`config.mk`:
```
export PLATFORM = sky130hd
export DESIGN_NAME = infoframe_runtime_builder
export DESIGN_NICKNAME = d
export VERILOG_FILES = /design/src/rtl/hdmi_infoframe_pkg.sv /design/src/rtl/infoframe_shadow_buffer.sv /design/src/rtl/infoframe_runtime_builder.sv
export SDC_FILE = /design/constraint.sdc
export NUM_CORES = 1
export LEC_CHECK = 0
export CAP_MARGIN = 15
export CORE_ASPECT_RATIO = 1.25
export CORE_MARGIN = 1.5
export CORE_UTILIZATION = 25
export CTS_BUF_LIST = sky130_fd_sc_hd__clkbuf_16
export DETAILED_ROUTE_END_ITERATION = 12
export PLACE_DENSITY = 0.51
export RECOVER_POWER = 25
export SYNTH_ARGS = -nofsm -noshare
export SYNTH_HDL_FRONTEND = slang
export SYNTH_SLANG_ARGS = --single-unit
```
`constraint.sdc`:
```
create_clock -name clk_pixel -period 6.2 [get_ports clk_pixel]
set_input_delay 1.55 -clock clk_pixel [delete_from_list [all_inputs] [get_ports clk_pixel]]
set_output_delay 1.55 -clock clk_pixel [all_outputs]
set_load 0.05 [all_outputs]
```
`src/rtl/hdmi_infoframe_pkg.sv`:
```
// Shared types, sizes and constant helpers for the run-time InfoFrame builder.
package hdmi_infoframe_pkg;

  localparam int unsigned INFOFRAME_MAX_PB = 28;
  localparam int unsigned PB_W             = 8;
  localparam int unsigned ADDR_W           = 5;
  localparam int unsigned PAYLOAD_W        = PB_W * (INFOFRAME_MAX_PB - 1);

  typedef logic [PB_W-1:0] infoframe_pb_t [0:INFOFRAME_MAX_PB-1];

  typedef enum logic [1:0] {
    IDLE      = 2'd0,
    SUM       = 2'd1,
    WAIT_SWAP = 2'd2
  } infoframe_build_state_t;

  // PB0 such that header bytes plus PB0..PB(len) sum to zero mod 256.
  function automatic logic [PB_W-1:0] infoframe_checksum(
    input logic [6:0]           typ,
    input logic [7:0]           ver,
    input logic [4:0]           len,
    input logic [PAYLOAD_W-1:0] payload
  );
    logic [PB_W-1:0] acc;
    acc = 8'({1'b1, typ}) + ver + 8'({3'b000, len});
    for (int unsigned n = 1; n < INFOFRAME_MAX_PB; n++) begin
      if (n <= 32'(len)) acc = acc + payload[PB_W*n-1 -: PB_W];
    end
    return 8'(8'd0 - acc);
  endfunction

  // All-ones over PB1..PB(len), zero above: bytes past LENGTH never reach the wire.
  function automatic logic [PAYLOAD_W-1:0] infoframe_length_mask(input logic [4:0] len);
    logic [PAYLOAD_W-1:0] m;
    m = '0;
    for (int unsigned n = 1; n < INFOFRAME_MAX_PB; n++) begin
      if (n <= 32'(len)) m[PB_W*n-1 -: PB_W] = '1;
    end
    return m;
  endfunction

endpackage

```
`src/rtl/infoframe_shadow_buffer.sv`:
```
// Host-writable PB1..PB27 shadow store with an indexed read port for the checksum pass.
module infoframe_shadow_buffer
  import hdmi_infoframe_pkg::*;
#(
  parameter logic [PAYLOAD_W-1:0] INIT_PAYLOAD = '0
) (
  input  logic                 clk_pixel,
  input  logic                 reset_n,
  input  logic                 wr_en,
  input  logic [ADDR_W-1:0]    wr_addr,
  input  logic [PB_W-1:0]      wr_data,
  input  logic [ADDR_W-1:0]    rd_addr,
  output logic [PB_W-1:0]      rd_data_c,
  output logic [PAYLOAD_W-1:0] contents
);

  infoframe_pb_t mem;
  logic          wr_legal;
  logic          rd_legal;

  assign wr_legal = wr_en && (wr_addr != '0) && (wr_addr < ADDR_W'(INFOFRAME_MAX_PB));
  assign rd_legal = (rd_addr != '0) && (rd_addr < ADDR_W'(INFOFRAME_MAX_PB));

  // Slot 0 is never written; PB0 is produced by the checksum pass instead.
  always_ff @(posedge clk_pixel or negedge reset_n) begin
    if (!reset_n) begin
      mem[0] <= '0;
      for (int unsigned n = 1; n < INFOFRAME_MAX_PB; n++) begin
        mem[n] <= INIT_PAYLOAD[PB_W*n-1 -: PB_W];
      end
    end else if (wr_legal) begin
      mem[wr_addr] <= wr_data;
    end
  end

  assign rd_data_c = rd_legal ? mem[rd_addr] : '0;

  always_comb begin
    contents = '0;
    for (int unsigned n = 1; n < INFOFRAME_MAX_PB; n++) begin
      contents[PB_W*n-1 -: PB_W] = mem[n];
    end
  end

endmodule

```
`src/rtl/infoframe_runtime_builder.sv`:
```
// Run-time programmable InfoFrame source: shadow writes, sequential checksum, atomic swap.
module infoframe_runtime_builder
  import hdmi_infoframe_pkg::*;
#(
  parameter logic [6:0]           TYPE         = 7'd3,
  parameter logic [7:0]           VERSION      = 8'd1,
  parameter logic [4:0]           LENGTH       = 5'd25,
  parameter logic [PAYLOAD_W-1:0] INIT_PAYLOAD = '0,
  parameter logic                 INIT_VALID   = 1'b0
) (
  input  logic              clk_pixel,
  input  logic              reset_n,
  input  logic              wr_en,
  input  logic [4:0]        wr_addr,
  input  logic [7:0]        wr_data,
  input  logic              commit,
  input  logic              swap_ok,
  output logic              busy,
  output logic [23:0]       header,
  output logic [3:0][55:0]  sub,
  output logic              valid,
  output logic              update_done
);

  localparam logic [PB_W-1:0]      HDR_SUM     = 8'({1'b1, TYPE}) + VERSION + 8'({3'b000, LENGTH});
  localparam logic [PAYLOAD_W-1:0] PB_MASK     = infoframe_length_mask(LENGTH);
  localparam logic [PAYLOAD_W-1:0] INIT_ACTIVE = INIT_PAYLOAD & PB_MASK;
  localparam logic [PB_W-1:0]      INIT_PB0    = infoframe_checksum(TYPE, VERSION, LENGTH, INIT_PAYLOAD);

  infoframe_build_state_t state;
  infoframe_build_state_t state_next;

  logic                 load_acc;
  logic                 add_byte;
  logic                 do_swap;
  logic [PB_W-1:0]      acc;
  logic [ADDR_W-1:0]    idx;
  logic [PB_W-1:0]      rd_data_c;
  logic [PAYLOAD_W-1:0] shadow;
  logic [PAYLOAD_W-1:0] active_pb;
  logic [PB_W-1:0]      active_pb0;
  logic                 shadow_wr_c;

  assign shadow_wr_c = wr_en && (state == IDLE);

  infoframe_shadow_buffer #(
    .INIT_PAYLOAD (INIT_PAYLOAD)
  ) u_shadow (
    .clk_pixel (clk_pixel),
    .reset_n   (reset_n),
    .wr_en     (shadow_wr_c),
    .wr_addr   (wr_addr),
    .wr_data   (wr_data),
    .rd_addr   (idx),
    .rd_data_c (rd_data_c),
    .contents  (shadow)
  );

  always_ff @(posedge clk_pixel or negedge reset_n) begin
    if (!reset_n) state <= IDLE;
    else          state <= state_next;
  end

  always_comb begin
    state_next = state;
    load_acc   = 1'b0;
    add_byte   = 1'b0;
    do_swap    = 1'b0;
    case (state)
      IDLE: begin
        if (commit) begin
          state_next = SUM;
          load_acc   = 1'b1;
        end
      end
      SUM: begin
        add_byte = 1'b1;
        if (idx == LENGTH) state_next = WAIT_SWAP;
      end
      WAIT_SWAP: begin
        if (swap_ok) begin
          do_swap    = 1'b1;
          state_next = IDLE;
        end
      end
      default: state_next = IDLE;
    endcase
  end

  // Accumulator, active buffer and status flags; PB0 is the negated final sum.
  always_ff @(posedge clk_pixel or negedge reset_n) begin
    if (!reset_n) begin
      acc         <= '0;
      idx         <= '0;
      active_pb   <= INIT_ACTIVE;
      active_pb0  <= INIT_PB0;
      valid       <= INIT_VALID;
      busy        <= 1'b0;
      update_done <= 1'b0;
    end else begin
      busy        <= (state_next != IDLE);
      update_done <= do_swap;
      if (load_acc) begin
        acc <= HDR_SUM;
        idx <= ADDR_W'(1);
      end else if (add_byte) begin
        acc <= acc + rd_data_c;
        idx <= idx + ADDR_W'(1);
      end
      if (do_swap) begin
        active_pb  <= shadow & PB_MASK;
        active_pb0 <= 8'(8'd0 - acc);
        valid      <= 1'b1;
      end
    end
  end

  assign header = {3'b000, LENGTH, VERSION, 1'b1, TYPE};
  assign sub    = {active_pb, active_pb0};

endmodule

```
# [Word level (Yosys, flattened, before mapping)]
# Index checks and enable logic that the tools add are counted.
[totals] elab_cells=79 in_bits=18 regBits=450 out_inout_bits=251
[op_classes] addsub=3 n_mux=20 n_reduce_logical=10 n_eq_ne=3 n_bitwise=2 order_cmp=5
[op_table] operator="bitwise mux 224 bit" n=1
[op_table] operator="2-to-1 mux 8 bit" n=6
[op_table] operator="binary-select mux 8 bit (select 5 bit)" n=1
[op_table] operator="demux 8 bit (select 5 bit)" n=1
[op_table] operator=">= comparator 6 bit (second input constant)" n=2
[op_table] operator="inverter 5 -> 6 bit" n=2
[op_table] operator="less-than comparator 5 bit (second input constant)" n=2
[op_table] operator="2-to-1 mux 5 bit" n=2
[op_table] operator="nonzero test 5 bit" n=2
[op_table] operator="adder 8 bit" n=1
[op_table] operator="subtractor 1 x 8 -> 8 bit (first input constant)" n=1
[op_table] operator="less-than comparator 6 x 1 -> 1 bit (second input constant)" n=1
[op_table] operator="2-to-1 mux 2 bit" n=3
[op_table] operator="case mux 2 bit (3 select lines)" n=1
[op_table] operator="adder 5 x 1 -> 5 bit (second input constant)" n=1
[op_table] operator="equality test 5 bit (second input constant)" n=1
[op_table] operator="logical AND 1 bit" n=5
[op_table] operator="2-to-1 mux 1 bit" n=5
[op_table] operator="nonzero test 2 bit" n=2
[op_table] operator="equality test 2 x 1 -> 1 bit (second input constant)" n=1
[op_table] operator="equality test 2 bit (second input constant)" n=1
[op_table] operator="zero test 2 bit" n=1

# [Longest topological paths before layout]
[logic_depth] word_depth=8 mapped_depth=17 depth_no_buf=13

# [Cells and area by module]
# A second synthesis with hierarchy kept.
[unflattened] cells_unflattened=1951 area_unflattened_um2=21395.5
[modules_own_cells] module="infoframe_shadow_buffer" instances=1 seq_area_each_um2=5605.4 cells_per_inst=913 area_each_um2=12101.6
[modules_own_cells] module="infoframe_runtime_builder" instances=1 seq_area_each_um2=5660.4 cells_per_inst=1038 area_each_um2=9293.9

# [Worst setup path after synthesis]
# Ideal clock, no wire load.
[synth_path] kind="register -> register" from="register idx[1]" to="register acc[6]" arrival_time_ps=3487 required_time_ps=6079 synth_period_minus_slack_ps=3608 setup_time_ps=121 setup_slack_ps=2592 stages_incl_launch_ff=16 path_buffers=3 path_cell_list="dfrtp_1 buf_2 buf_2 buf_1 mux4_2 mux4_2 mux2i_1 nor2_1 ha_1 fa_1 a21o_1 a21oi_1 o21bai_1 a21oi_1 xnor2_1 a22o_1"
[synth_between] elab_chain_len=8 word_cells_on_any_way=11 cone_classes="add/sub (1); order compare (1); mux (6); bitwise (1); reduce/logical (2)"
[synth_rtl] element="start: declaration" line="infoframe_runtime_builder.sv:37" source="logic [ADDR_W-1:0] idx;"
[synth_rtl] element="start signal: assignment" line="infoframe_runtime_builder.sv:108" source="idx <= idx + ADDR_W'(1);"
[synth_rtl] element="inverter 5 -> 6 bit (implied by the code)" line="infoframe_shadow_buffer.sv:36" source="assign rd_data_c = rd_legal ? mem[rd_addr] : '0;"
[synth_rtl] element="binary-select mux 8 bit (select 5 bit)" line="infoframe_shadow_buffer.sv:36"
[synth_rtl] element="2-to-1 mux 8 bit (implied by the code) (2 in a row)" line="infoframe_shadow_buffer.sv:36"
[synth_rtl] element="2-to-1 mux 8 bit *" line="infoframe_shadow_buffer.sv:36"
[synth_rtl] element="adder 8 bit *" line="infoframe_runtime_builder.sv:107" source="acc <= acc + rd_data_c;"
[synth_rtl] element="2-to-1 mux 8 bit *" line="infoframe_runtime_builder.sv:106" source="end else if (add_byte) begin"
[synth_rtl] element="2-to-1 mux 8 bit *" line="infoframe_runtime_builder.sv:103" source="if (load_acc) begin"
[synth_rtl] element="end signal: assignment" line="infoframe_runtime_builder.sv:107"
[synth_rtl] element="end: declaration" line="infoframe_runtime_builder.sv:36" source="logic [PB_W-1:0] acc;"
# Mark *: on every way between the ends. The rest lies on a longest branch, timed or not. The select of a mux whose other input is x is not followed.
# A chain may end at the register's enable or synchronous reset.

==> summary.txt <==
Global routing
  – Largest net degree at the start of global routing: 135
  – Congestion Overflow GR: 0
  – Total GRT Usage: 15.3%
  – Initial antenna violation count: 1
  – Vias in the first global route: 13.8k
  – First-pass GRT wire length: 90.9 mm

STA
  – Skew final: 0.0124 ns
  – Max Clk Rate: 230 MHz
  – Setup-failing EPs final: 0
  – Hold_ws: between 0.3 and 0.4 ns
  – Relative slew slack: -86.8%
  – Setup slack after layout: 1.85 ns
  – RSZ-0062 raised after global routing: no
  – Min cycle time layout: roughly 4.3 ns
  – Setup TNS: 0 ns
  – Final Hold Fails: 0
  – Fin crit share: 70.1%
  – Actual slew at the worst max-slew pin: 2.80 ns
  – Max-slew violations: 108

CTS
  – Post-CTS Hold Fix Bufs: 0
  – Clock Latency Late Sink: 0.57 ns
  – Clk slew on worst S/H paths: 0.06 ns
  – CTS tree: done
  – CTS sink cnt: 450
  – Setup Fix Bufs, Post-CTS: 0
  – CTS resizes: 0
  – H-tree depth: 2
  – Clk buf depth: 3
  – CTS Root Cell: clkbuf_16
  – Num CTS Buffers: 46

Synthesis
  – Yosys Warn Count: 0
  – Post-synth EDFFs: 0
  – #FFs+latches synth: between 400 and 500
  – Main synth FF type: dfrtp_1
  – Synthesized instance count: 1,693
  – Avg Inst Size Synth: around 12 sq um
  – Ys async rst share: 100%
  – Unique masters post-synth: 51
  – Synthesized area: 0.0195 sq mm
  – Register area share after synthesis: 57.8%

Finish
  – Nets: 1,912
  – Area delta synth->final: 23.8%
  – Share of cells above drive strength 1: 20.3%

Placed design
  – Gp weighted congestion: 0.792
  – Port bufs: 228
  – DP Worst Slack: between 2 and 2.5 ns
  – Placed wire-length estimate: roughly 43 mm

Worst setup path
  – WS Path Type: in -> async
  – Worst Path Required: 6.05 ns
  – CP cell instances: buf_8 > clkbuf_2
  – Slowest stage delay, CP: 2.03 ns
  – Crit path max fanout: 107
  – CP top delay family: buffers and inverters
  – Slowest CP cell: clkbuf_2
  – Startpoint Class: primary input
  – Worst Path Buf+Inv: 2
  – Crit path DAT: 4.20 ns
  – Worst Setup End Kind: asynchronous set/reset pin

Drt
  – DR pass1 iterations: 5
  – Iteration-0 DRC Markers: between 700 and 800
  – Routed vias/inst: 4.41
  – Routed len/inst: 20.5 microns
  – Drt drc: 0
  – Post-route ant nets: 0
  – Final wirelength: 60.8 mm
  – Vias: 13.1k

Die
  – Die area: 0.0797 sq mm
  – Core area: 0.0773 sq mm
  – Initial Util: 25.2%
  – Top Ports: approximately 270
  – Die height: 315 microns
  – Rows: 114
  – Die X: roughly 250 microns

Worst hold path
  – Worst Hold Class: reg -> reg

Run status
  – Run status: finished, violations left
  – Failing checks: max-capacitance violations, max-slew violations

Pwr
  – LEAKAGE: 0.0118 uW
  – VDD IR-drop max: 184 uV
  – Power per standard cell area: between 300 and 400 mW/mm^2

Run
  – Max_cap viols: 1
[layout by cell type, fill, tap and decap left out, types with 3 or more instances in the layout]
cell type / Yosys / routed
a21oi_1: 9 / 9
clkinv_1: 0 / 13
nor2_2: 12 / 12
a22o_1: 5 / 5
nor2b_1: 6 / 6
mux2_1: 8 / 8
conb_1: 2 / 40
clkinvlp_4: 0 / 3
nor3_1: 6 / 6
buf_2: 14 / 3
ha_1: 11 / 11
nand3b_1: 3 / 3
mux2_2: 214 / 214
dfrtp_1: 446 / 444
bufinv_16: 0 / 3
and3b_1: 4 / 4
xor2_1: 4 / 4
nor2_4: 4 / 4
inv_1: 14 / 19
dfstp_2: 4 / 4
clkdlybuf4s50_1: 0 / 223
nand3_1: 8 / 8
nand2b_1: 3 / 3
nand2_1: 633 / 633
buf_12: 0 / 5
clkinv_2: 0 / 7
o21ai_0: 12 / 12
nor2_1: 23 / 23
mux2i_1: 16 / 16
a21o_1: 4 / 4
mux4_2: 60 / 60
buf_4: 43 / 12
o22ai_1: 7 / 7
xnor2_1: 8 / 8
clkbuf_16: 0 / 47
[cells in the mapped netlist, types with 2 or more instances]
cell type	instances	share of area [%]
nand2b_1	3	0.096
o22ai_1	7	0.22
a21oi_1	9	0.23
buf_4	43	1.7
mux2i_1	16	0.82
dfrtp_1	446	57
a22o_1	5	0.22
nand3_1	8	0.21
dfstp_2	4	0.54
xnor2_1	8	0.36
a21o_1	4	0.15
buf_2	14	0.36
o21ai_0	12	0.31
nor2_4	4	0.23
and3b_1	4	0.18
nand2_1	633	12
inv_1	14	0.27
mux2_2	214	12
ha_1	11	0.71
nand4_1	2	0.064
nor2b_1	6	0.19
or3b_2	2	0.090
nor2_2	12	0.38
mux4_2	60	6.9
xor2_1	4	0.18
conb_1	2	0.039
nand3b_1	3	0.12
buf_1	5	0.096
nor3_1	6	0.15
clkbuf_1	81	1.6
and2_1	2	0.064
mux2_1	8	0.46
nor2_1	23	0.44
[registers in the layout (all words and copies together), names as in the netlist]
| name | cells |
|---|---|
| u_shadow.mem | 8 |
| active_pb0 | 8 |
| u_shadow.contents | 216 |
| idx | 5 |
| valid | 1 |
| update_done | 1 |
| acc | 8 |
| busy | 1 |
| state | 2 |
| active_pb | 200 |
[metrics by stage]
stage | util, % | cells | area, sq um | total power, uW
after CTS | 31.2 | 2960 | 24100 | 7460
final | 31.2 | 2961 | 24100 | 7350
after global routing | 31.2 | 2960 | 24100 | 7680
after floorplan | - | 1731 | 19600 | 4300
after detailed placement | 29.4 | 2878 | 22700 | 4740
after global placement | 29.4 | 2878 | 22700 | 4710
[layout make-up]
class / count / area, sq um
clock inverter: 35 / 245
tap: 1044 / 1310
fill: 7923 / 53200
sequential: 450 / 11300
clock buffer: 47 / 1180
inverter: 14 / 57.6
antenna: 1 / 2.50
multi-input combinational: 1124 / 7610
timing repair buffer: 246 / 2470
[cells by family (layout without fill, tap and decap cells)]
family / Yosys count / after routing / synth area share, %
and+or+nand+nor: 716 / 716 / 14.7
DFF: 450 / 450 / 57.8
muxes: 298 / 298 / 20.6
buffers and inverters: 157 / 342 / 3.94
AOI/OAI and AO/OA: 46 / 46 / 1.59
adders and majority gates: 12 / 12 / 0.808
xor gates and xnor gates: 12 / 12 / 0.539
other: 2 / 41 / 0.0385
[final timing paths]
kind	startpoint	endpoint	slack, ns	cells after the start
min	u_shadow.mem[222]	u_shadow.mem[222]	0.38	0
max reg2reg	idx[0]	acc[6]	2.16	12
min reg2reg	u_shadow.mem[222]	u_shadow.mem[222]	0.38	0
max	reset_n	idx[1]	1.85	2
max in group clk_pixel	idx[0]	acc[6]	2.16	12
min in group asynchronous	reset_n	active_pb[181]	1.02	1
[per-layer routing]
layer  track usage [%]  vias up  routed length (microns)
met5                 0        -                        0
met4              6.94        0                     2720
met3              2.65      112                     2620
met2              26.4      317                    30500
met1              18.7     6705                    24900
li1                  -     5920                        -
[power breakdown]
group,total (uW),internal (uW),switching (uW),leakage (uW)
Combinational,1260,568,692,0.00487
Clock,2680,1500,1190,0.000715
Sequential,3400,3130,275,0.00620
Total,7350,5190,2150,0.0118
Power figures use the tool's default switching activity.
==> RTL change, RTL diff (config.mk and constraints unchanged) <==
One comparison of `idx` changes from == to >=.
--- a/src/rtl/infoframe_runtime_builder.sv
+++ b/src/rtl/infoframe_runtime_builder.sv
@@ -77,3 +77,3 @@
         add_byte = 1'b1;
-        if (idx == LENGTH) state_next = WAIT_SWAP;
+        if (idx >= LENGTH) state_next = WAIT_SWAP;
       end
Formal check against the unedited RTL: same outputs for any inputs over 10 cycles, from zero or initial values and one cycle with reset_n low; that may be too few to reach the edited logic, so the function may still have changed.
==> RTL change against the unedited design <==
  * The run still ends with capacitance limit, slew limit left
  * Synthesized area rose by 0.19%
  * Wire length is 1.3% higher
  * Critical path depth grew 11
  * Design area increased by 0.80%
  * Sequential power up 9.7%
  * Largest cell class unchanged
  * Maximum frequency decreased by 13%
  * Combinational power grew 52%
  * Utilization up 0.25 points
  * Worst setup slack got worse by 650 ps
  * Final cell count is 0.47% higher
  * Clock skew is 8.5 ps higher
  * Sequential cell count unchanged
  * Power grew 17%
==> RTL change: results (changes against the unedited design) <==
Logic synthesis
  • Post-Synth XOR/XNOR Area: 0.005379 (-0.00001035)
  • Synth Area in Adders: 0.008069 (-0.00001553)
  • Synth Area in Compound Gates: 0.01563 (-0.0002867)
  • Top cells by area, synth: dfrtp_1 (57%), mux2_2 (13%), nand2_1 (12%), mux4_2 (6.9%), buf_4 (1.7%)
  • Register area share after synthesis: 0.5766 (-0.001110)

Finish
  • Fraction of area in multi-input gates: 0.3129 (-0.002360)
  • Number of diodes: 2 (+1)
  • Layout net count: 1918 (+0.31%)
  • Signal buffers: 249 (+1.2%)
  • Layout cell share with drive strength beyond 1: 0.2131 (+0.01056)
  • Final instance area: 24330 sq um (+0.80%)
  • FF+latch area: 11270 sq um (about the same)
  • Clock buffer count: 51 (+8.5%)
  • Non-clock inverters: 15 (+1)
  • Non-clk buf share: 0.1014 (-0.0008665)

Clock network
  • Clock Latency Late Sink: 600 ps (+30 ps)
  • Cts bufs inserted: 50 (+8.7%)

Global route
  • Total GRT Usage: 0.1542 (+0.0009272)
  • Initial antenna violation count: 5 (+4)
  • First-pass GRT wire length: 91490 um (+0.65%)
  • Met2 usage in global routing: 0.2773 (+0.01342)
  • Number of global-route vias before repair: 13980 (+1.4%)
  • GRT met1 Usage: 0.1822 (-0.004523)
  • Routing usage on met3: 0.02914 (+0.002640)

Place
  • DP Wirelength: 43110 um (+1.4%)
  • Setup WS pre-CTS: 1794 ps (-215.6 ps)
  • GP Congestion: 0.8199 (+3.5%)
  • Placed cell area: 22730 sq um (about the same)

Setup path
  • Crit path DAT: 5470 ps (+1270 ps)
  • Crit-path max FO: 23 (-79%)
  • Slowest-stage cell, CP: clkbuf_1
  • Max incr delay on CP: 1170 ps (-860 ps)

Route
  • Iter 0 DRT Violations: 800 (+5.1%)
  • Avg WL per Cell: 20.71 um (+0.85%)
  • Met2 wire length: 32030 um (+4.9%)
  • Wirelength, routed: 61620 um (+1.3%)
  • Pre-antenna DRT Iters: 4 (-1)
  • Top Metal Used: met5
  • Met1 Wirelength: 24710 um (-0.90%)
  • Metal3 WL: 2726 um (+4.0%)

Timing
  • Worst slew margin: -1.057 (-0.1886)
  • Slew Limit Fails: 134 (+24%)

Power and ir drop
  • P_sw: 2.784 mW (+29%)
  • Switching share of total power: 0.3228 (+0.02949)
  • Clk power: 2.97 mW (+11%)
  • VDD IR max: 0.1836 mV (about the same)

Job
  • Max-cap violations: 2 (+1)

Run status
  • Violated checks: capacitance limit, slew limit
  • Status: complete, but fails checks
-- RTL change: cell types whose count changed after synthesis, moves of 4 or more --
cell / unedited run / this run
nor2_2: 12 / 17
nand2_1: 633 / 625
clkbuf_1: 81 / 68
mux2_1: 8 / 1
nor2b_1: 6 / 1
mux2i_1: 16 / 21
and3b_1: 4 / 0
nor2_4: 4 / 0
buf_2: 14 / 25
-- RTL change: final timing paths --
| check | from | cells past startpoint | endpoint | slack [ps] |
|---|---|---|---|---|
| min in group asynchronous | reset_n | 1 | active_pb[133] | 1890 |
| max in group asynchronous | reset_n | 2 | active_pb[170] | 2110 |
| setup reg to reg | idx[1] | 13 | acc[6] | 1200 |
| hold / removal | u_shadow.mem[222] | 0 | u_shadow.mem[222] | 370 |
| hold reg to reg | u_shadow.mem[222] | 0 | u_shadow.mem[222] | 370 |
| setup / recovery | idx[1] | 13 | acc[6] | 1200 |
